<file path="config.mk">
export PLATFORM = sky130hd
export DESIGN_NAME = cd_spi_slave
export DESIGN_NICKNAME = d
export VERILOG_FILES = /design/src/rtl/cd_spi_pkg.sv /design/src/rtl/cd_sync.sv /design/src/rtl/cd_spi_slave.sv
export SDC_FILE = /design/constraint.sdc
export NUM_CORES = 1
export LEC_CHECK = 0
export BUFFER_PORTS_ARGS = -buffer_cell sky130_fd_sc_hd__buf_2
export CORE_UTILIZATION = 40
export DETAILED_ROUTE_END_ITERATION = 10
export GPL_ROUTABILITY_DRIVEN = 1
export GPL_TIMING_DRIVEN = 0
export PLACE_DENSITY_LB_ADDON = 0.15
export SETUP_SLACK_MARGIN = 0.5
export SLEW_MARGIN = 40
export SYNTH_ARGS = -nofsm -noshare
export SYNTH_HDL_FRONTEND = slang
export SYNTH_SLANG_ARGS = --single-unit
</file>
<file path="constraint.sdc">
create_clock -name clk -period 2.08 [get_ports clk]
set_input_delay 0.208 -clock clk [delete_from_list [all_inputs] [get_ports clk]]
set_output_delay 0.208 -clock clk [all_outputs]
set_load 0.01 [all_outputs]
</file>
<file path="src/rtl/cd_spi_pkg.sv">
// Shared types and field positions for the CDBUS SPI-slave CSR front end.
package cd_spi_pkg;

  typedef enum logic [1:0] {
    ST_IDLE    = 2'd0,
    ST_HEADER  = 2'd1,
    ST_WR_DATA = 2'd2,
    ST_RD_DATA = 2'd3
  } state_e;

  localparam int unsigned CSR_AW       = 5;
  localparam int unsigned CSR_DW       = 8;
  localparam int unsigned BIT_CNT_W    = 3;
  localparam int unsigned HDR_WR_BIT   = 7;
  localparam int unsigned HDR_ADDR_MSB = 4;

endpackage

</file>
<file path="src/rtl/cd_sync.sv">
// Multi-flop synchronizer bringing one asynchronous pin into the clk domain.
module cd_sync #(
  parameter int unsigned STAGES = 2
) (
  input  logic clk,
  input  logic reset_n,
  input  logic i_d,
  output logic o_q
);

  logic [STAGES-1:0] r_sync;

  always_ff @(posedge clk or negedge reset_n) begin
    if (!reset_n) r_sync <= '0;
    else          r_sync <= {r_sync[STAGES-2:0], i_d};
  end

  assign o_q = r_sync[STAGES-1];

endmodule

</file>
<file path="src/rtl/cd_spi_slave.sv">
// SPI mode-0 slave that turns a header byte plus data bytes into CSR read/write strobes.
// SPI pins are oversampled in the clk domain; all strobes target the header address.
module cd_spi_slave
  import cd_spi_pkg::*;
#(
  parameter int unsigned SYNC_STAGES = 2
) (
  input  logic              clk,
  input  logic              reset_n,
  input  logic              spi_sck,
  input  logic              spi_nss,
  input  logic              spi_mosi,
  output logic              spi_miso,
  output logic              spi_miso_oe,
  output logic              chip_select,
  output logic [CSR_AW-1:0] csr_address,
  output logic              csr_read,
  input  logic [CSR_DW-1:0] csr_readdata,
  output logic              csr_write,
  output logic [CSR_DW-1:0] csr_writedata
);

  logic w_sck_s;
  logic w_nss_s;
  logic w_mosi_s;

  cd_sync #(.STAGES(SYNC_STAGES)) u_sync_sck (
    .clk(clk), .reset_n(reset_n), .i_d(spi_sck), .o_q(w_sck_s)
  );
  cd_sync #(.STAGES(SYNC_STAGES)) u_sync_nss (
    .clk(clk), .reset_n(reset_n), .i_d(spi_nss), .o_q(w_nss_s)
  );
  cd_sync #(.STAGES(SYNC_STAGES)) u_sync_mosi (
    .clk(clk), .reset_n(reset_n), .i_d(spi_mosi), .o_q(w_mosi_s)
  );

  state_e                r_state, w_state_nxt;
  logic [BIT_CNT_W-1:0]  r_bit_cnt, w_bit_cnt_nxt;
  logic [CSR_DW-2:0]     r_shreg, w_shreg_nxt;
  logic [CSR_DW-1:0]     r_rd_shreg, w_rd_shreg_nxt;
  logic                  r_miso, w_miso_nxt;
  logic                  r_csr_read, w_read_nxt;
  logic                  r_csr_write, w_write_nxt;
  logic [CSR_AW-1:0]     r_csr_address, w_address_nxt;
  logic [CSR_DW-1:0]     r_csr_writedata, w_writedata_nxt;
  logic                  r_sck_d;
  logic                  r_armed;

  logic                  w_sel;
  logic                  w_sck_rise;
  logic                  w_sck_fall;
  logic                  w_byte_done;
  logic [CSR_DW-1:0]     w_byte;

  // Select only counts once NSS has been seen high since reset, so a frame
  // interrupted by reset is ignored until the host issues a fresh falling edge.
  assign w_sel       = r_armed & ~w_nss_s;
  assign w_sck_rise  = w_sck_s & ~r_sck_d;
  assign w_sck_fall  = ~w_sck_s & r_sck_d;
  assign w_byte      = {r_shreg, w_mosi_s};
  assign w_byte_done = w_sck_rise && (r_bit_cnt == BIT_CNT_W'(CSR_DW - 1));

  always_comb begin
    w_state_nxt     = r_state;
    w_bit_cnt_nxt   = r_bit_cnt;
    w_shreg_nxt     = r_shreg;
    w_rd_shreg_nxt  = r_rd_shreg;
    w_miso_nxt      = 1'b0;
    w_read_nxt      = 1'b0;
    w_write_nxt     = 1'b0;
    w_address_nxt   = r_csr_address;
    w_writedata_nxt = r_csr_writedata;

    // Read data is captured in the same cycle the read strobe is presented.
    if (r_csr_read) w_rd_shreg_nxt = csr_readdata;

    unique case (r_state)
      ST_IDLE: begin
        w_bit_cnt_nxt = '0;
        if (w_sel) w_state_nxt = ST_HEADER;
      end

      ST_HEADER, ST_WR_DATA: begin
        if (w_sck_rise) begin
          w_shreg_nxt   = w_byte[CSR_DW-2:0];
          w_bit_cnt_nxt = r_bit_cnt + BIT_CNT_W'(1);
          if (w_byte_done) begin
            if (r_state == ST_HEADER) begin
              w_address_nxt = w_byte[HDR_ADDR_MSB:0];
              w_state_nxt   = w_byte[HDR_WR_BIT] ? ST_WR_DATA : ST_RD_DATA;
            end else begin
              w_write_nxt     = 1'b1;
              w_writedata_nxt = w_byte;
            end
          end
        end
        // A byte completing as NSS rises still issues its write strobe.
        if (!w_sel) begin
          w_state_nxt   = ST_IDLE;
          w_bit_cnt_nxt = '0;
        end
      end

      ST_RD_DATA: begin
        w_miso_nxt = r_miso;
        if (r_bit_cnt == '0) w_miso_nxt = csr_readdata[CSR_DW-1];
        if (w_sck_rise) begin
          w_bit_cnt_nxt = r_bit_cnt + BIT_CNT_W'(1);
          if (r_bit_cnt == '0) w_read_nxt = 1'b1;
        end
        if (w_sck_fall && (r_bit_cnt != '0)) begin
          w_rd_shreg_nxt = {r_rd_shreg[CSR_DW-2:0], 1'b0};
          w_miso_nxt     = r_rd_shreg[CSR_DW-2];
        end
        if (!w_sel) begin
          w_state_nxt   = ST_IDLE;
          w_bit_cnt_nxt = '0;
          w_read_nxt    = 1'b0;
          w_miso_nxt    = 1'b0;
        end
      end

      default: w_state_nxt = ST_IDLE;
    endcase
  end

  always_ff @(posedge clk or negedge reset_n) begin
    if (!reset_n) begin
      r_state         <= ST_IDLE;
      r_bit_cnt       <= '0;
      r_shreg         <= '0;
      r_rd_shreg      <= '0;
      r_miso          <= 1'b0;
      r_csr_read      <= 1'b0;
      r_csr_write     <= 1'b0;
      r_csr_address   <= '0;
      r_csr_writedata <= '0;
      r_sck_d         <= 1'b0;
      r_armed         <= 1'b0;
    end else begin
      r_state         <= w_state_nxt;
      r_bit_cnt       <= w_bit_cnt_nxt;
      r_shreg         <= w_shreg_nxt;
      r_rd_shreg      <= w_rd_shreg_nxt;
      r_miso          <= w_miso_nxt;
      r_csr_read      <= w_read_nxt;
      r_csr_write     <= w_write_nxt;
      r_csr_address   <= w_address_nxt;
      r_csr_writedata <= w_writedata_nxt;
      r_sck_d         <= w_sck_s;
      if (w_nss_s) r_armed <= 1'b1;
    end
  end

  assign spi_miso      = r_miso;
  assign spi_miso_oe   = w_sel;
  assign chip_select   = w_sel;
  assign csr_address   = r_csr_address;
  assign csr_read      = r_csr_read;
  assign csr_write     = r_csr_write;
  assign csr_writedata = r_csr_writedata;

endmodule

</file>
# After elaboration in Yosys (flattened, before gate mapping)
# Index checks and enable logic that the tools add are counted.
# classes
n_addsub	1
eq_ne	11
muxes	26
bitwise	7
reduce_logical	11
# ops
cell	n
2-to-1 mux 8 bit	3
2-to-1 mux 1 bit	13
2-to-1 mux 2 bit	6
!= test 3 bit (second input constant)	3
AND reduction 4 bit	2
2-to-1 mux 3 bit	2
case mux 2 bit (3 select lines)	1
case mux 3 bit (2 select lines)	1
AND reduction 5 bit	1
equality test 2 bit (second input constant)	2
!= test 2 bit (second input constant)	2
!= test 4 bit (second input constant)	1
NOT 1 bit	4
adder 3 x 1 -> 3 bit (second input constant)	1
bitwise AND 1 bit	3
equality test 3 bit (second input constant)	1
zero test 3 bit	1
!= test 3 x 2 -> 1 bit (second input constant)	1
nonzero test 3 bit	1
OR reduction 3 bit	1
equality test 2 x 1 -> 1 bit (second input constant)	1
logical AND 1 bit	2
zero test 2 bit	1
AND reduction 2 bit	1
OR reduction 2 bit	1
# totals
ff_bits	44
in_bits	13

# Longest topological paths before layout
# Gate-level depths: netlist of run 1.
# logic_depth
depth_word	7
depth_mapped	6
mapped_depth_nobuf	5

# Hierarchy
# A second synthesis of run 1 with hierarchy kept.
# hier_totals
hier_cells	126
hier_area_um2	1856.8
# modules_own_cells
mod	n_inst	cells_per_inst	area_per_inst_um2	seq_area_each_um2
cd_spi_slave	1	120	1706.6	925.9
cd_sync	3	2	50.0	50.0

# Worst setup path after synthesis of run 1
# Ideal clock, no wire load.
# synth_path
path_type	reg-to-reg
startpoint	register r_state[0]
endpoint	register r_csr_writedata[0] (netlist: csr_writedata[0])
setup_ns	0.125
t_arrival_ns	1.600
t_required_ns	1.955
path_slack_ns	0.355
path_stages_with_launch	7
path_buffers	1
path_cell_list	dfrtp_1 > inv_1 > ha_1 > nand3b_4 > nor3b_2 > buf_6 > mux2_2
# synth_via
elab_chain_cells	3
elab_cells_between_ends	5
classes_between	eq/ne (2); bitwise (1); reduce/logical (2)
# synth_rtl
element	line	rtl
start: declaration	cd_spi_slave.sv:37	state_e r_state, w_state_nxt;
start signal: assignment	cd_spi_slave.sv:141	r_state <= w_state_nxt;
equality test 2 x 1 -> 1 bit or equality test 2 bit (tied branches)	cd_spi_slave.sv:77, cd_spi_slave.sv:88	
OR reduction 2 bit or NOT 1 bit (tied branches)	n/a	
AND reduction 4 bit (no line) (*)	n/a	
end signal: assignment	cd_spi_slave.sv:149	r_csr_writedata <= w_writedata_nxt;
end: declaration	cd_spi_slave.sv:45	logic [CSR_DW-1:0] r_csr_writedata, w_writedata_nxt;
# Mark *: on every way between the ends. The rest lies on a longest branch, timed or not.
# A chain may end at the register's enable or synchronous reset.

# Final worst setup path of run 1
# layout_path
startpoint	register r_state[0]
endpoint	register r_csr_writedata[1] (netlist: csr_writedata[1])
# Same word-level chain as after synthesis.

==> metrics.md, run 1 <==
| Metric | Value |
|---|---|
| Root buffer cell | `clkbuf_8` |
| Share of cells above drive strength 1 | `0.520` |
| Vias in the first global route | `approximately 1.2k` |
| Drt drc | `0` |
| Pwr dens | `a little over 800 nW/µm²` |
| Nets@finish | `between 150 and 200` |
| Clk buf depth | `2` |
| Post-route core utilization | `0.522` |
| Syn Inst Count | `approximately 130` |
| Clk Latency, worst-skew pair | `~0.29 ns` |
| Worst clock skew | `around 0.0067 ns` |
| # clock sinks | `43` |
| 1st-pass router iterations | `4` |
| Post-synthesis average cell area | `between 10 and 15 µm²` |
| Via total after detailed routing | `roughly 1.1k` |
| Clk pwr share | `0.276` |
| Total of max-cap violations | `0` |
| CP startpoint kind | `register` |
| WL final | `about 3100 µm` |
| Sw Share | `0.264` |
| Worst-margin pin slew | `0.531 ns` |
| Peak supply drop | `~490 µV` |
| Ant. Diodes | `0` |
| FF+latch count, synth | `43` |
| Slew HR | `0.646` |
| Number of synthesized flops with an enable pin | `0` |
| Synthesis-to-layout area growth | `24.2%` |
| Inst Count DP | `roughly 210` |
| Synth warn | `0` |
| Crit path required time | `roughly 2.3 ns` |
| Core footprint | `approximately 4400 µm²` |
| Worst-path fanout max | `5` |
| WL/cell | `13.8 µm` |
| Initial antenna violation count | `0` |
| WHS | `0.0238 ns` |
| Rows | `24` |
| Seq pwr share | `0.536` |
| Commonest non-fill, non-tap cell in the layout | `dfrtp_1` |
| DRT iter0 DRCs | `29` |
| Ports | `31` |
| # port buffers | `30` |
| Post-synthesis cell area | `around 1800 µm²` |
| Global placement routability congestion | `0.812` |
| Distinct cell type count after synthesis | `28` |
| Syn_nets | `about 150` |
| Crit path time final | `between 1.5 and 2 ns` |
| Combinational fraction of design power | `0.188` |
| Die area | `between 4000 and 5000 µm²` |
| Min-delay worst type | `input port to register` |
| Net load switching power | `0.494 mW` |
| Largest net degree at the start of global routing | `44` |
| TritonCTS clock tree | `built` |
| GR Util All Layers | `0.143` |
| CTS buffer count | `5` |
| Starting Density | `0.420` |
| Slew Viols, Final | `0` |
| Die Span Y | `69.9 µm` |
| Clock transition at path regs | `around 0.07 ns` |
| Global route overflow | `0` |
| Status | `complete, no violations` |
| Sequential area share after synthesis | `0.584` |
| ANT nets after route | `0` |
| First-pass GRT wire length | `around 5400 µm` |
| Ys async rst share | `1.00` |
| Setup TNS | `0 ns` |
| Critical path type | `register to register` |
| Leakage power total | `~1.2 nW` |
| Drt via density | `5.08` |
| Setup crit end kind | `register` |
| Final Instance Count excl. Fillers | `around 230` |
| Dominant synthesized flop cell | `dfrtp_1` |
| Most frequent cells in the layout | `dfrtp_1 (43), buf_2 (29), mux2_2 (24), buf_4 (12), mux2_4 (8)` |
| Fmax achieved | `slightly above 600 MHz` |
| CP Data Arrival Time | `roughly 1.8 ns` |
| Die W | `about 70 µm` |
| P_int | `1.38 mW` |
| Final hold vios | `0` |
| RSZ-0062 raised after global routing | `true` |
| Dpl hpwl | `roughly 2100 µm` |
| Final setup fails | `0` |
| H-tree Lvls | `2` |
| Final worst-path cycle share | `0.788` |
-- path summary, 6_finish.rpt --
check                                                startpoint                               to  slack [ns]  cells past startpoint
worst max-delay path                     r_state[0]$_DFFE_PN0P_     csr_writedata[1]$_DFFE_PN0P_        0.44                      5
worst min-delay path                                   spi_mosi  u_sync_mosi.r_sync[0]$_DFF_PN0_        0.02                      1
worst max register to register           r_state[0]$_DFFE_PN0P_     csr_writedata[1]$_DFFE_PN0P_        0.44                      5
worst min register to register  u_sync_mosi.r_sync[0]$_DFF_PN0_  u_sync_mosi.r_sync[1]$_DFF_PN0_        0.36                      0
max in group asynchronous                               reset_n           r_shreg[3]$_DFFE_PN0P_        1.27                      2
min in group asynchronous                               reset_n     csr_writedata[7]$_DFFE_PN0P_        0.44                      2
-- layout make-up --
class                      count  area, µm²
buffer                         4       30.0
clock buffer                   6       82.6
clock inverter                 1       5.00
fill                         393       2100
inverter                       5       18.8
multi-input combinational     74        779
sequential                    43       1080
tap                           52       65.1
timing repair buffer          40        230
-- power by group through the flow --
stage / combinational, mW / clock (mW) / sequential (mW)
5_1_grt: 0.393 / 0.575 / 1.01
6_report: 0.352 / 0.516 / 1.00
3_3_place_gp: 0.280 / 0 / 1.02
3_5_place_dp: 0.299 / 0 / 1.03
4_1_cts: 0.335 / 0.537 / 1.00
2_1_floorplan: 0.226 / 0 / 0.998
-- cell families after synthesis --
logic type	count (synthesis)	share of synthesized area
flip-flops	43	0.584
multiplexers	36	0.217
AND/OR/NAND/NOR	23	0.0890
buffers and inverters	9	0.0251
adder cells (fa/ha/maj)	8	0.0543
AO/OA/AOI/OAI	6	0.0251
XOR/XNOR	1	0.00476
-- worst max-delay path, cell delays in order (launching register included) --
cell	delay [ns]
dfrtp_1	0.41
buf_4	0.16
ha_1	0.25
nor3b_4	0.24
buf_6	0.17
mux2_4	0.30
-- metal layers --
layer / vias to the layer above / GRT usage / wire [µm]
met5: - / 0 / 0
met4: 0 / 0.0622 / 65
met3: 7 / 0.0519 / 169
met2: 31 / 0.223 / 1490
met1: 568 / 0.177 / 1390
li1: 538 / - / -
-- timing repair --
item | 4_1_cts | 5_1_grt
hold endpoints to repair | 43 | 0
pin swaps | 3 | 2
cloned | 1 | 0
endpoints found under the setup margin | 21 | 16
buffers inserted | 6 | 2
resized for setup | 6 | 1
hold buffers | 1 | 0
-- registers in the layout (all words and copies together), names as in the netlist --
register	count
csr_writedata	8
r_rd_shreg	7
r_shreg	7
csr_address	5
r_bit_cnt	3
r_state	2
u_sync_mosi.r_sync	2
u_sync_nss.r_sync	2
u_sync_sck.r_sync	2
csr_read	1
csr_write	1
r_armed	1
r_sck_d	1
spi_miso	1
-- synth_stat cells, types with 2 or more instances --
| library cell | number | area share |
|---|---|---|
| nand2b_1 | 3 | 0.010 |
| ha_1 | 8 | 0.054 |
| nor3_1 | 4 | 0.011 |
| mux2i_1 | 4 | 0.022 |
| and3b_1 | 2 | 0.0095 |
| mux2_2 | 32 | 0.20 |
| and4b_1 | 2 | 0.011 |
| inv_1 | 5 | 0.010 |
| dfrtp_1 | 43 | 0.58 |
| nor2_1 | 4 | 0.0081 |
| nand4b_1 | 2 | 0.0095 |
-- through the flow --
stage                     instance area, µm²  setup WS [ns]  power, mW
after global placement                  2100          0.326       1.30
after detailed placement                2100          0.301       1.32
final                                   2290          0.441       1.87
after floorplan                         1880          0.440       1.22
after CTS                               2270          0.442       1.87
after global routing                    2290          0.393       1.98
Note: power is estimated with default switching activity, not from simulation.
==> inputs of run 2 (changes only) <==
Clock period 2.08 ns to 1.6 ns, I/O delays scaled along.
==> run 2 against run 1 <==
  * The run now ends with setup timing left
  * First-iteration DRC count up 31%
  * Critical path type unchanged
  * Non-clock buffer count up 17
  * Largest power group unchanged
  * Critical endpoint is now csr_writedata[3]$_DFFE_PN0P_
  * Largest cell class unchanged
  * Die area unchanged
==> metrics.md, run 2 (synthesis results as in run 1) <==
| Metric | Value |
|---|---|
| Final setup fails | `8 (was 0)` |
| WL/cell | `14.6 µm (was 13.8 µm)` |
| Nets@finish | `211 (was 194)` |
| Placed cell area | `2170 µm² (was 2100 µm²)` |
| Sum of buffers and inverters on the critical path | `2 (unchanged)` |
| Max reg flops | `8 (unchanged)` |
| Final hold vios | `0 (unchanged)` |
| Synthesis-to-layout area growth | `44.5% (was 24.2%)` |
| Share of cells above drive strength 1 | `0.639 (was 0.520)` |
| Final worst-path cycle share | `1.04 (was 0.788)` |
| GR Util All Layers | `0.155 (was 0.143)` |
| Clk Latency, worst-skew pair | `0.29 ns (about the same)` |
| First-pass GRT wire length | `5950 µm (was 5390 µm)` |
| Post-route core utilization | `0.607 (was 0.522)` |
| Setup crit end kind | `register (unchanged)` |
| Ant. Diodes | `0 (unchanged)` |
| Most frequent cells in the layout | `dfrtp_1 (42), buf_2 (28), mux2_4 (25), buf_4 (18), buf_6 (10) (was dfrtp_1 (43), buf_2 (29), mux2_2 (24), buf_4 (12), mux2_4 (8))` |
| Commonest non-fill, non-tap cell in the layout | `dfrtp_1 (unchanged)` |
| Vias in the first global route | `1251 (was 1200)` |
| Starting Density | `0.420 (unchanged)` |
| DRT iter0 DRCs | `38 (was 29)` |
| Worst Setup Slack, final | `-0.0703 ns (was 0.441 ns)` |
| Worst-path fanout max | `5 (unchanged)` |
| Status | `complete, but fails checks (was complete, no violations)` |
| Clk buf depth | `2 (unchanged)` |
| Dpl hpwl | `2110 µm (was 2130 µm)` |
| Rows | `24 (unchanged)` |
| Die area | `4880 µm² (unchanged)` |
| Worst path slowest cell | `dfrtp_1 (unchanged)` |
| Crit path required time | `1.78 ns (was 2.26 ns)` |
| Drt drc | `0 (unchanged)` |
| Die W | `69.9 µm (unchanged)` |
| RSZ-0062 raised after global routing | `true (unchanged)` |
| Fill count | `351 (was 393)` |
| Cell family contributing the most delay on the critical path | `simple AND/OR/NAND/NOR gates (was flip-flops)` |
| Leakage power total | `1.37 nW (was 1.20 nW)` |
| Die Span Y | `69.9 µm (unchanged)` |
| Pwr dens | `991 nW/µm² (was 818 nW/µm²)` |
| Worst clock skew | `0.00693 ns (was 0.00665 ns)` |
| Critical path's largest stage delay | `0.36 ns (was 0.41 ns)` |
| Global placement routability congestion | `0.773 (was 0.812)` |
| Slew Viols, Final | `0 (unchanged)` |
| Global route overflow | `0 (unchanged)` |
| Fmax achieved | `599 MHz (was 610 MHz)` |
| Violated checks | `setup timing` |
| WL final | `3550 µm (was 3120 µm)` |
| Via total after detailed routing | `1200 (was 1144)` |
| Initial antenna violation count | `0 (unchanged)` |
| # port buffers | `30 (unchanged)` |
| Worst-margin pin slew | `0.536 ns (was 0.531 ns)` |
| Critical path type | `register to register (unchanged)` |
| Slew HR | `0.643 (was 0.646)` |
| Drt via density | `4.94 (was 5.08)` |
| TritonCTS clock tree | `built (unchanged)` |
| # clock sinks | `43 (unchanged)` |
| Crit path time final | `1.67 ns (was 1.64 ns)` |
| Total of max-cap violations | `0 (unchanged)` |
| H-tree Lvls | `2 (unchanged)` |
| CP Data Arrival Time | `1.85 ns (was 1.81 ns)` |
| Root buffer cell | `clkbuf_8 (unchanged)` |
| Largest net degree at the start of global routing | `44 (unchanged)` |
| Crit path cell chain | `inv_2 -> ha_4 -> nand3b_4 -> nor3b_4 -> buf_6 -> mux2_4 (was buf_4 -> ha_1 -> nor3b_4 -> buf_6 -> mux2_4)` |
| CTS buffer count | `5 (unchanged)` |
| Core footprint | `4380 µm² (unchanged)` |
| CP startpoint kind | `register (unchanged)` |
| 1st-pass router iterations | `4 (unchanged)` |
| Placement Setup Slack | `-0.172 ns (was 0.301 ns)` |
| ANT nets after route | `0 (unchanged)` |
| Peak supply drop | `694 µV (was 486 µV)` |
| Clock transition at path regs | `0.08 ns (was 0.07 ns)` |
| Finished Cell Area | `2660 µm² (was 2290 µm²)` |
| Min-delay worst type | `input port to register (unchanged)` |
| Ports | `31 (unchanged)` |
[run 2: timing repair]
| item | 4_1_cts | 5_1_grt |
|---|---|---|
| buffers inserted | 13 | 9 |
| resized for setup | 24 | 19 |
| hold buffers | 4 | 0 |
| gates cloned | 1 | 0 |
| endpoints found under the hold margin | 46 | 0 |
| pin swaps | 4 | 5 |
| setup endpoints to repair | 37 | 37 |
[run 2: worst paths after layout]
kind / startpoint / end / slack (ns) / depth (start not counted)
max: r_state[1]$_DFFE_PN0P_ / csr_writedata[3]$_DFFE_PN0P_ / -0.07 / 6
min: csr_readdata[7] / spi_miso$_DFFE_PN0P_ / 0.15 / 3
max reg2reg: r_state[1]$_DFFE_PN0P_ / csr_writedata[3]$_DFFE_PN0P_ / -0.07 / 6
min reg2reg: u_sync_nss.r_sync[0]$_DFF_PN0_ / u_sync_nss.r_sync[1]$_DFF_PN0_ / 0.36 / 0
max in group asynchronous: reset_n / u_sync_sck.r_sync[1]$_DFF_PN0_ / 0.81 / 2
min in group asynchronous: reset_n / r_rd_shreg[5]$_DFF_PN0_ / 0.39 / 2
[run 2: power by group]
| part | total [mW] | internal [mW] | switching (mW) |
|---|---|---|---|
| clock | 0.665 | 0.305 | 0.360 |
| sequential | 1.31 | 1.20 | 0.111 |
| combinational | 0.658 | 0.391 | 0.267 |
| total | 2.64 | 1.90 | 0.738 |
[run 2: cell type report]
| cell class | instances | area [µm²] | area share |
|---|---|---|---|
| buffer | 4 | 38.8 | 0.0146 |
| clock buffer | 6 | 72.6 | 0.0273 |
| clock inverter | 2 | 12.5 | 0.00470 |
| inverter | 5 | 21.3 | 0.00799 |
| multi-input combinational | 74 | 970 | 0.364 |
| sequential | 43 | 1080 | 0.405 |
| tap | 52 | 65.1 | 0.0244 |
| timing repair buffer | 57 | 404 | 0.152 |
[run 2: per-layer routing]
layer | share of wire | vias to the layer above | GRT usage
met5 | 0 | - | 0
met4 | 0.0065 | 0 | 0.0400
met3 | 0.041 | 4 | 0.0519
met2 | 0.47 | 26 | 0.239
met1 | 0.48 | 600 | 0.209
li1 | - | 570 | -
[run 2: metrics by stage]
stage / cells / hold WS, ns / power [mW] / TNS [ns]
6_report: 243 / 0.153 / 2.64 / -0.474
5_1_grt: 243 / 0.137 / 2.78 / -1.05
4_1_cts: 234 / 0.132 / 2.53 / -0.217
3_5_place_dp: 208 / 0.187 / 1.73 / -1.52
3_3_place_gp: 208 / 0.268 / 1.71 / -1.38
2_1_floorplan: 126 / -0.136 / 1.61 / -0.316
[run 2: worst register-to-register path, cell delays in order (launching register included)]
cell	delay, ns
dfrtp_1	0.36
inv_2	0.08
ha_4	0.29
nand3b_4	0.10
nor3b_4	0.27
buf_6	0.18
mux2_4	0.30
